`src/rtl/core_pkg.sv`:
```
// -----------------------------------------------------------------------------
// core_pkg
//   Shared core definitions for the issue scoreboard slice.
//   - REG_ADDR_W : architectural register address width
//   - ALU_OP_W   : ALU op code width carried from decode to execute
//   - sb_state_e : scoreboard control state (run / stalled / flushing)
// -----------------------------------------------------------------------------
package core_pkg;

  localparam int REG_ADDR_W = 5;
  localparam int ALU_OP_W   = 4;

  typedef enum logic [1:0] {
    SB_RUN   = 2'd0,
    SB_STALL = 2'd1,
    SB_FLUSH = 2'd2
  } sb_state_e;

endpackage

```
`src/rtl/issue_scoreboard_if.sv`:
```
// -----------------------------------------------------------------------------
// issue_scoreboard_if
//   Bundles the three buses around the scoreboard:
//   - decode  : dec_valid/dec_ready plus operand/destination/op fields
//   - issue   : iss_valid/iss_ready plus issued rd/write-enable/op
//   - control : writeback retire (wb_valid/wb_rd) and pipeline flush
//   Modports:
//   - slave  : the scoreboard's view
//   - master : the surrounding pipeline's (decoder, execute, writeback) view
// -----------------------------------------------------------------------------
interface issue_scoreboard_if;
  import core_pkg::*;

  // Decode side
  logic                  dec_valid;
  logic                  dec_ready;
  logic [REG_ADDR_W-1:0] dec_rs1;
  logic [REG_ADDR_W-1:0] dec_rs2;
  logic [REG_ADDR_W-1:0] dec_rd;
  logic                  dec_use_rs1;
  logic                  dec_use_rs2;
  logic                  dec_reg_write;
  logic [ALU_OP_W-1:0]   dec_alu_op;

  // Issue side
  logic                  iss_valid;
  logic                  iss_ready;
  logic [REG_ADDR_W-1:0] iss_rd;
  logic                  iss_reg_write;
  logic [ALU_OP_W-1:0]   iss_alu_op;

  // Writeback and redirect
  logic                  wb_valid;
  logic [REG_ADDR_W-1:0] wb_rd;
  logic                  flush;

  modport slave (
    input  dec_valid, dec_rs1, dec_rs2, dec_rd,
    input  dec_use_rs1, dec_use_rs2, dec_reg_write, dec_alu_op,
    output dec_ready,
    output iss_valid, iss_rd, iss_reg_write, iss_alu_op,
    input  iss_ready,
    input  wb_valid, wb_rd, flush
  );

  modport master (
    output dec_valid, dec_rs1, dec_rs2, dec_rd,
    output dec_use_rs1, dec_use_rs2, dec_reg_write, dec_alu_op,
    input  dec_ready,
    input  iss_valid, iss_rd, iss_reg_write, iss_alu_op,
    output iss_ready,
    output wb_valid, wb_rd, flush
  );

endinterface

```
`src/rtl/sb_busy_table.sv`:
```
// -----------------------------------------------------------------------------
// sb_busy_table
//   One busy bit per architectural register. A bit is set when a writing
//   instruction issues and cleared when its writeback retires.
//   Ports:
//   - clk, reset         : clock, synchronous active-high reset
//   - i_set_en/addr      : mark a register busy
//   - i_clr_en/addr      : mark a register free
//   - i_clr_all          : free every register (flush)
//   - i_rs1/rs2/rd_addr  : three read addresses
//   - o_rs1/rs2/rd_busy  : corresponding busy bits
//   - o_busy_mask        : all busy bits, bit 0 (x0) always 0
// -----------------------------------------------------------------------------
module sb_busy_table
  import core_pkg::*;
#(
  parameter int NUM_REGS = 32
) (
  input  logic                  clk,
  input  logic                  reset,
  input  logic                  i_set_en,
  input  logic [REG_ADDR_W-1:0] i_set_addr,
  input  logic                  i_clr_en,
  input  logic [REG_ADDR_W-1:0] i_clr_addr,
  input  logic                  i_clr_all,
  input  logic [REG_ADDR_W-1:0] i_rs1_addr,
  input  logic [REG_ADDR_W-1:0] i_rs2_addr,
  input  logic [REG_ADDR_W-1:0] i_rd_addr,
  output logic                  o_rs1_busy,
  output logic                  o_rs2_busy,
  output logic                  o_rd_busy,
  output logic [NUM_REGS-1:0]   o_busy_mask
);

  logic [NUM_REGS-1:0] r_busy;

  // NOTE: the busy bits are reset even though they look like a small memory:
  // a stale 1 after reset would stall forever on a register nobody will write.
  always_ff @(posedge clk) begin
    if (reset || i_clr_all) begin
      r_busy <= '0;
    end else begin
      // Set and clear never target the same register in one cycle because a
      // WAW hazard blocks the accept, so their order here is immaterial.
      if (i_clr_en) r_busy[i_clr_addr] <= 1'b0;
      if (i_set_en) r_busy[i_set_addr] <= 1'b1;
      // x0 is hardwired zero and can never be busy.
      r_busy[0] <= 1'b0;
    end
  end

  assign o_rs1_busy  = r_busy[i_rs1_addr];
  assign o_rs2_busy  = r_busy[i_rs2_addr];
  assign o_rd_busy   = r_busy[i_rd_addr];
  assign o_busy_mask = r_busy;

endmodule

```
`src/rtl/issue_scoreboard.sv`:
```
// -----------------------------------------------------------------------------
// issue_scoreboard
//   In-order single-issue scheduler between decode and execute. Stalls any
//   decoded instruction with a RAW/WAW hazard on a busy register, bounds the
//   number of outstanding register writes, presents accepted instructions on
//   a registered valid/ready issue stage and drops all state on flush.
//   Ports:
//   - clk, reset : clock, synchronous active-high reset
//   - bus        : decode / issue / writeback / flush buses (slave modport)
//   - busy_mask  : registered busy bit per register (bit 0 always 0)
//   - inflight   : issued but not yet written-back register writes
//   - stall_cnt  : saturating count of cycles with dec_valid & !dec_ready
//   - err_wb     : sticky, writeback to a non-busy register or to x0
// -----------------------------------------------------------------------------
module issue_scoreboard
  import core_pkg::*;
#(
  parameter int NUM_REGS     = 32,
  parameter int MAX_INFLIGHT = 4,
  parameter int CNT_W        = 3
) (
  input  logic                clk,
  input  logic                reset,
  issue_scoreboard_if.slave   bus,
  output logic [NUM_REGS-1:0] busy_mask,
  output logic [CNT_W-1:0]    inflight,
  output logic [31:0]         stall_cnt,
  output logic                err_wb
);

  // Control state and registered outputs
  sb_state_e             r_state;
  logic                  r_iss_valid;
  logic [REG_ADDR_W-1:0] r_iss_rd;
  logic                  r_iss_reg_write;
  logic [ALU_OP_W-1:0]   r_iss_alu_op;
  logic [CNT_W-1:0]      r_inflight;
  logic [31:0]           r_stall_cnt;
  logic                  r_err_wb;

  // Decode-time decisions
  logic                  w_eff_we;
  logic                  w_rs1_busy;
  logic                  w_rs2_busy;
  logic                  w_rd_busy;
  logic                  w_hazard;
  logic                  w_full;
  logic                  w_ready;
  logic                  w_accept;
  logic                  w_stall;
  logic                  w_set_en;
  logic                  w_wb_hit;
  logic                  w_clr_en;
  logic                  w_wb_bad;
  logic [NUM_REGS-1:0]   w_busy_mask;
  logic [CNT_W-1:0]      w_inflight_nxt;

  sb_busy_table #(
    .NUM_REGS (NUM_REGS)
  ) u_busy_table (
    .clk         (clk),
    .reset       (reset),
    .i_set_en    (w_set_en),
    .i_set_addr  (bus.dec_rd),
    .i_clr_en    (w_clr_en),
    .i_clr_addr  (bus.wb_rd),
    .i_clr_all   (bus.flush),
    .i_rs1_addr  (bus.dec_rs1),
    .i_rs2_addr  (bus.dec_rs2),
    .i_rd_addr   (bus.dec_rd),
    .o_rs1_busy  (w_rs1_busy),
    .o_rs2_busy  (w_rs2_busy),
    .o_rd_busy   (w_rd_busy),
    .o_busy_mask (w_busy_mask)
  );

  // Writes to x0 are architectural no-ops: they neither reserve a register
  // nor consume an in-flight slot.
  assign w_eff_we = bus.dec_reg_write && (bus.dec_rd != '0);

  // Hazards look only at registered busy bits; a writeback in this same cycle
  // does not unblock a dependent instruction until the next cycle.
  assign w_hazard = (bus.dec_use_rs1 && w_rs1_busy) ||
                    (bus.dec_use_rs2 && w_rs2_busy) ||
                    (w_eff_we        && w_rd_busy);

  assign w_full   = w_eff_we && (r_inflight == CNT_W'(MAX_INFLIGHT));

  assign w_ready  = (r_state != SB_FLUSH) && !bus.flush && !w_hazard && !w_full &&
                    (!r_iss_valid || bus.iss_ready);

  assign w_accept = bus.dec_valid && w_ready;
  assign w_stall  = bus.dec_valid && !w_ready;
  assign w_set_en = w_accept && w_eff_we;

  // A writeback only retires a register that is actually outstanding; x0 and
  // free registers are flagged as errors instead. Flush discards writebacks.
  assign w_wb_hit = bus.wb_valid && (bus.wb_rd != '0) && w_busy_mask[bus.wb_rd];
  assign w_clr_en = w_wb_hit && !bus.flush;
  assign w_wb_bad = bus.wb_valid && !w_wb_hit && !bus.flush;

  // NOTE: every always_comb output gets a default first so no path leaves it
  // unassigned, which would otherwise infer a latch.
  always_comb begin
    w_inflight_nxt = r_inflight;
    case ({w_set_en, w_clr_en})
      2'b10:   w_inflight_nxt = r_inflight + CNT_W'(1);
      2'b01:   w_inflight_nxt = r_inflight - CNT_W'(1);
      default: w_inflight_nxt = r_inflight;
    endcase
  end

  // Control FSM. Flush wins over everything except reset; FLUSH lasts one
  // cycle so that decode sees dec_ready low for the flush cycle and the next.
  // NOTE: sequential state uses non-blocking assignments so every register
  // samples pre-edge values regardless of block ordering.
  always_ff @(posedge clk) begin
    if (reset) begin
      r_state <= SB_RUN;
    end else if (bus.flush) begin
      r_state <= SB_FLUSH;
    end else begin
      case (r_state)
        SB_RUN:   if (w_stall) r_state <= SB_STALL;
        SB_STALL: if (w_ready) r_state <= SB_RUN;
        SB_FLUSH: r_state <= SB_RUN;
        default:  r_state <= SB_RUN;
      endcase
    end
  end

  // Issue register: loads on accept, holds while execute back-pressures and
  // drops valid once execute takes it with nothing new behind it.
  always_ff @(posedge clk) begin
    if (reset) begin
      r_iss_valid     <= 1'b0;
      r_iss_rd        <= '0;
      r_iss_reg_write <= 1'b0;
      r_iss_alu_op    <= '0;
    end else if (bus.flush) begin
      r_iss_valid     <= 1'b0;
    end else if (w_accept) begin
      r_iss_valid     <= 1'b1;
      r_iss_rd        <= bus.dec_rd;
      r_iss_reg_write <= w_eff_we;
      r_iss_alu_op    <= bus.dec_alu_op;
    end else if (bus.iss_ready) begin
      r_iss_valid     <= 1'b0;
    end
  end

  // Counters and status. stall_cnt and err_wb survive a flush.
  always_ff @(posedge clk) begin
    if (reset) begin
      r_inflight  <= '0;
      r_stall_cnt <= '0;
      r_err_wb    <= 1'b0;
    end else begin
      r_inflight <= bus.flush ? '0 : w_inflight_nxt;
      if (w_stall && (r_stall_cnt != 32'hFFFF_FFFF)) r_stall_cnt <= r_stall_cnt + 32'd1;
      if (w_wb_bad) r_err_wb <= 1'b1;
    end
  end

  assign bus.dec_ready     = w_ready;
  assign bus.iss_valid     = r_iss_valid;
  assign bus.iss_rd        = r_iss_rd;
  assign bus.iss_reg_write = r_iss_reg_write;
  assign bus.iss_alu_op    = r_iss_alu_op;

  assign busy_mask = w_busy_mask;
  assign inflight  = r_inflight;
  assign stall_cnt = r_stall_cnt;
  assign err_wb    = r_err_wb;

endmodule
```
`src/flat_wrapper.sv`:
```
// flat-port wrapper written by rule: the top's interface ports become plain ports
module issue_scoreboard_flat import core_pkg::*;
#(
  parameter int NUM_REGS     = 32,
  parameter int MAX_INFLIGHT = 4,
  parameter int CNT_W        = 3
)
  (clk, reset, busy_mask, inflight, stall_cnt, err_wb, bus_dec_valid, bus_dec_rs1, bus_dec_rs2, bus_dec_rd, bus_dec_use_rs1, bus_dec_use_rs2, bus_dec_reg_write, bus_dec_alu_op, bus_dec_ready, bus_iss_valid, bus_iss_rd, bus_iss_reg_write, bus_iss_alu_op, bus_iss_ready, bus_wb_valid, bus_wb_rd, bus_flush);
  issue_scoreboard_if bus_i ();
  input  logic clk;
  input  logic reset;
  output logic [NUM_REGS-1:0] busy_mask;
  output logic [CNT_W-1:0] inflight;
  output logic [31:0] stall_cnt;
  output logic err_wb;
  input wire logic [$bits(bus_i.dec_valid)-1:0] bus_dec_valid;
  input wire logic [$bits(bus_i.dec_rs1)-1:0] bus_dec_rs1;
  input wire logic [$bits(bus_i.dec_rs2)-1:0] bus_dec_rs2;
  input wire logic [$bits(bus_i.dec_rd)-1:0] bus_dec_rd;
  input wire logic [$bits(bus_i.dec_use_rs1)-1:0] bus_dec_use_rs1;
  input wire logic [$bits(bus_i.dec_use_rs2)-1:0] bus_dec_use_rs2;
  input wire logic [$bits(bus_i.dec_reg_write)-1:0] bus_dec_reg_write;
  input wire logic [$bits(bus_i.dec_alu_op)-1:0] bus_dec_alu_op;
  output wire logic [$bits(bus_i.dec_ready)-1:0] bus_dec_ready;
  output wire logic [$bits(bus_i.iss_valid)-1:0] bus_iss_valid;
  output wire logic [$bits(bus_i.iss_rd)-1:0] bus_iss_rd;
  output wire logic [$bits(bus_i.iss_reg_write)-1:0] bus_iss_reg_write;
  output wire logic [$bits(bus_i.iss_alu_op)-1:0] bus_iss_alu_op;
  input wire logic [$bits(bus_i.iss_ready)-1:0] bus_iss_ready;
  input wire logic [$bits(bus_i.wb_valid)-1:0] bus_wb_valid;
  input wire logic [$bits(bus_i.wb_rd)-1:0] bus_wb_rd;
  input wire logic [$bits(bus_i.flush)-1:0] bus_flush;
  assign bus_i.dec_valid = bus_dec_valid;
  assign bus_i.dec_rs1 = bus_dec_rs1;
  assign bus_i.dec_rs2 = bus_dec_rs2;
  assign bus_i.dec_rd = bus_dec_rd;
  assign bus_i.dec_use_rs1 = bus_dec_use_rs1;
  assign bus_i.dec_use_rs2 = bus_dec_use_rs2;
  assign bus_i.dec_reg_write = bus_dec_reg_write;
  assign bus_i.dec_alu_op = bus_dec_alu_op;
  assign bus_dec_ready = bus_i.dec_ready;
  assign bus_iss_valid = bus_i.iss_valid;
  assign bus_iss_rd = bus_i.iss_rd;
  assign bus_iss_reg_write = bus_i.iss_reg_write;
  assign bus_iss_alu_op = bus_i.iss_alu_op;
  assign bus_i.iss_ready = bus_iss_ready;
  assign bus_i.wb_valid = bus_wb_valid;
  assign bus_i.wb_rd = bus_wb_rd;
  assign bus_i.flush = bus_flush;
  issue_scoreboard #(.NUM_REGS(NUM_REGS), .MAX_INFLIGHT(MAX_INFLIGHT), .CNT_W(CNT_W)) u_core (.clk(clk), .reset(reset), .bus(bus_i), .busy_mask(busy_mask), .inflight(inflight), .stall_cnt(stall_cnt), .err_wb(err_wb));
endmodule
```
`config.mk`:
```
export PLATFORM = sky130hd
export DESIGN_NAME = issue_scoreboard_flat
export DESIGN_NICKNAME = d
export VERILOG_FILES = /design/src/rtl/core_pkg.sv /design/src/rtl/issue_scoreboard_if.sv /design/src/rtl/sb_busy_table.sv /design/src/rtl/issue_scoreboard.sv /design/src/flat_wrapper.sv
export SDC_FILE = /design/constraint.sdc
export NUM_CORES = 1
export LEC_CHECK = 0
export CORE_ASPECT_RATIO = 0.75
export CORE_UTILIZATION = 45
export CTS_BUF_LIST = sky130_fd_sc_hd__clkbuf_2
export CTS_CLUSTER_SIZE = 24
export DETAILED_ROUTE_END_ITERATION = 8
export PLACE_DENSITY = 0.76
export SYNTH_ARGS = -nofsm -noshare
export SYNTH_HDL_FRONTEND = slang
export SYNTH_SLANG_ARGS = --single-unit
```
`constraint.sdc`:
```
create_clock -name clk -period 9.5 [get_ports clk]
set_input_delay 2.85 -clock clk [delete_from_list [all_inputs] [get_ports clk]]
set_output_delay 2.85 -clock clk [all_outputs]
set_load 0.005 [all_outputs]
```
==> metrics.csv <==
stage,metric,value,unit
final_layout,final_nets,675,
pwr,powerDensity,101,nW/um2
logic_synthesis,yosysUniqueCellTypes,65,
pwr,power_frac_seq,55.0,%
logic_synthesis,synth_edf_count,0,
routing,num_vias,5106,
setup_path,reg2reg_depth,12,
setup_path,r2r_start,u_core.u_busy_table.o_busy_mask[31],
clocking,clk_path_buf_depth,2,
clocking,ctsHoldBuffers,0,
setup_path,cp.required,6650,ps
sta,tightest_slew,987,ps
routing,drtAntennaViolNets,0,
sta,rsz0062_at_grt,no,
final_layout,drive_above_1_share,9.16,%
sta,report.final.hold_viol_count,0,
clocking,cts_sinks,80,
floorplan,rows,32,
sta,slew_viol_final,0,
final_layout,final_common_cell,clkdlybuf4s50_1,
setup_path,timing.rr.end,u_core.inflight[2],
setup_path,crit_path_start_kind,primary input,
floorplan,die_x,123,um
sta,period_minus_slack,8660,ps
clocking,clk_latency,580,ps
setup_path,crit_type,primary input to primary output,
pwr,sw_frac_of_total,29.8,%
floorplan,ios,113,
pwr,comb_power_share,14.3,%
logic_synthesis,synth-seq-area-share,32.5,%
sta,clock_skew,42.9,ps
logic_synthesis,yosys.area.top_type,dfxtp_1,
logic_synthesis,yosys_warnings,0,
pwr,intPower,0.000437,W
global_route,grt_start_max_net_pins,59,
setup_path,rrSetupSlack,5760,ps
final_layout,fill_cells,910,
routing,m1WireLength,6740,um
routing,drcViolationCount,0,
logic_synthesis,synth_ff_type,dfxtp_1,
pwr,power.leakage,1.95,nW
worst_hold_path,holdCritPathClass,flop to flop,
pwr,power_frac_clock,30.7,%
logic_synthesis,syn_area_per_cell,8.92,um2
global_route,grt_pass1_wl,25500,um
routing,met2_wirelength,7030,um
clocking,cts_setup_buffers,0,
logic_synthesis,syn_inst,552,
floorplan,coreArea,10500,um2
routing,top_layer,met4,
global_route,grt_antenna_before_repair,0,
worst_hold_path,holdPathEnd,u_core.r_state[0],
sta,setup_viol,0,
final_layout,diodes,0,
place,io_buffers,111,
pwr,vdd.ir_drop.worst,0.0731,mV
logic_synthesis,netlist.area_leader.share,32.5,%
routing,drt_wl_total,16100,um
worst_hold_path,hold_start,u_core.r_state[1],
logic_synthesis,async_flop_share,0,%
place,gp_congestion,0.969,
pwr,p_sw,0.000186,W
routing,wl_met3,2060,um
global_route,grt.overflow.total,0,
routing,wl_per_cell,20.7,um
floorplan,die_area,11400,um2
clocking,path_clk_slew,220,ps
sta,holdWs,442,ps
sta,timing.slew.headroom,33.8,%
clocking,htree_levels,3,
setup_path,cp-startpoint,bus_dec_rs2[0],
setup_path,worstPathArrival,5810,ps
final_layout,fin_util,58.9,%
clocking,numCtsBuffers,9,
final_layout,stdcell_area,6150,um2
logic_synthesis,synth-seq-cells,80,
worst_hold_path,min_path_cells,1,
floorplan,start_util,47.1,%
sta,max_freq,0.116,GHz
logic_synthesis,syn_nets,588,
final_layout,area_growth,24.9,%
sta,finalCritPeriodShare,91.1,%
sta,setup_tns,0,ps
routing,dr.pass1.iters,5,
floorplan,die_h,92.6,um
place,hpwl,11200,um
global_route,grt_pass1_vias,4947,
clocking,cts_root_buf,clkbuf_2,
setup_path,crit_path_end_kind,primary output,
logic_synthesis,synth_area_leaders,"dfxtp_1, mux4_2, mux2i_1",
flow_run,drv_cap,0,
final_layout,mostFrequentLayoutCells,"clkdlybuf4s50_1, dfxtp_1, a21oi_1",
run_status,status,finished clean,
place,post_dp_cell_area,6040,um2
clocking,ctsResizeCount,0,
routing,drtIter0Drc,500,
routing,routed_via_density,6.55,
global_route,track_usage,28.9,%
clocking,cts_tree,yes,
setup_path,cp_max_fo,10,
logic_synthesis,syn_area,4930,um2
-- routing by layer --
| layer | global-route usage (%) | up-vias |
|---|---|---|
| met5 | 0 | - |
| met4 | 9.65 | 0 |
| li1 | - | 2330 |
| met3 | 9.17 | 42 |
| met1 | 40.0 | 2434 |
| met2 | 42.0 | 300 |
-- cells by family after synthesis --
| family | synth area share (%) |
|---|---|
| AND/OR/NAND/NOR | 23.8 |
| AO/OA/AOI/OAI | 21.2 |
| flip-flops | 32.5 |
| buffers and inverters | 5.74 |
| multiplexers | 15.4 |
| adder cells (fa/ha/maj) | 0.914 |
| XOR/XNOR | 0.356 |
| other | 0.0761 |
-- worst max-delay path by stage --
stage / endpoint / slack (ps) / cells past startpoint
after floorplan: bus_dec_ready / 1920 / 9
after global placement: bus_dec_ready / 1010 / 8
after detailed placement: bus_dec_ready / 940 / 8
after CTS: bus_dec_ready / 900 / 8
after global routing: bus_dec_ready / 830 / 8
final: bus_dec_ready / 840 / 8
-- sequential cells by signal (all words and copies together), names as in the netlist --
signal and cells:
u_core.bus.iss_rd 5, u_core.inflight 3, u_core.r_state 2, u_core.bus.iss_alu_op 4, u_core.stall_cnt 32, u_core.bus.iss_reg_write 1, u_core.err_wb 1, u_core.u_busy_table.o_busy_mask 31
u_core.bus.iss_valid 1
-- layout make-up --
cell class                 instances  area, um2  share of cell area, %
clock buffer                       9       45.0                  0.732
timing repair buffer             118       1160                   18.8
tap                              136        170                   2.76
sequential                        80       1600                   26.0
multi-input combinational        412       3040                   49.4
clock inverter                     7       70.1                   1.14
inverter                          18       67.6                   1.10
-- cells in the mapped netlist, types with 2 or more instances --
master / count
a221oi_1: 3
or3b_1: 3
nor4b_1: 2
mux2i_1: 22
buf_4: 4
or2_2: 3
and3_1: 6
buf_1: 2
nand2_1: 32
o41ai_1: 3
nor3b_1: 5
or3_1: 7
nor4_1: 8
nor2_1: 21
or3b_4: 2
nand4_1: 11
o2111ai_1: 5
mux4_2: 20
a41o_1: 5
nand4b_1: 3
and4_1: 5
dfxtp_1: 80
o21ai_1: 18
and2_1: 3
xor2_1: 2
o21ai_0: 18
clkbuf_1: 22
nor3_1: 8
buf_6: 4
buf_2: 10
nand3b_1: 10
nand4_2: 2
a21oi_1: 43
o31ai_1: 19
nand2b_1: 4
ha_1: 2
inv_1: 16
mux2_2: 3
nand3_1: 26
o22ai_1: 8
mux2_1: 5
nor2b_1: 14
o211ai_1: 24
or4_1: 18
-- critical path: stages --
cell	delay, ps
clkdlybuf4s50_1	780
mux4_2	570
mux2i_1	160
nand2_1	100
a311oi_2	510
o211ai_2	230
inv_2	110
clkdlybuf4s50_1	500
-- power groups by stage --
stage	Combinational [W]	Clock (W)	Sequential [W]
after floorplan	0.0000540	0	0.000349
after global placement	0.0000848	0	0.000349
after detailed placement	0.0000870	0	0.000349
after CTS	0.0000876	0.000192	0.000343
after global routing	0.0000953	0.000203	0.000344
final	0.0000891	0.000191	0.000343
-- metrics by stage --
stage	total power [W]	instances	setup WS, ps
after floorplan	0.000403	552	1920
after global placement	0.000434	764	1010
after detailed placement	0.000436	764	941
after CTS	0.000623	780	902
after global routing	0.000642	780	834
final	0.000623	780	844
Power figures use the tool's default switching activity.
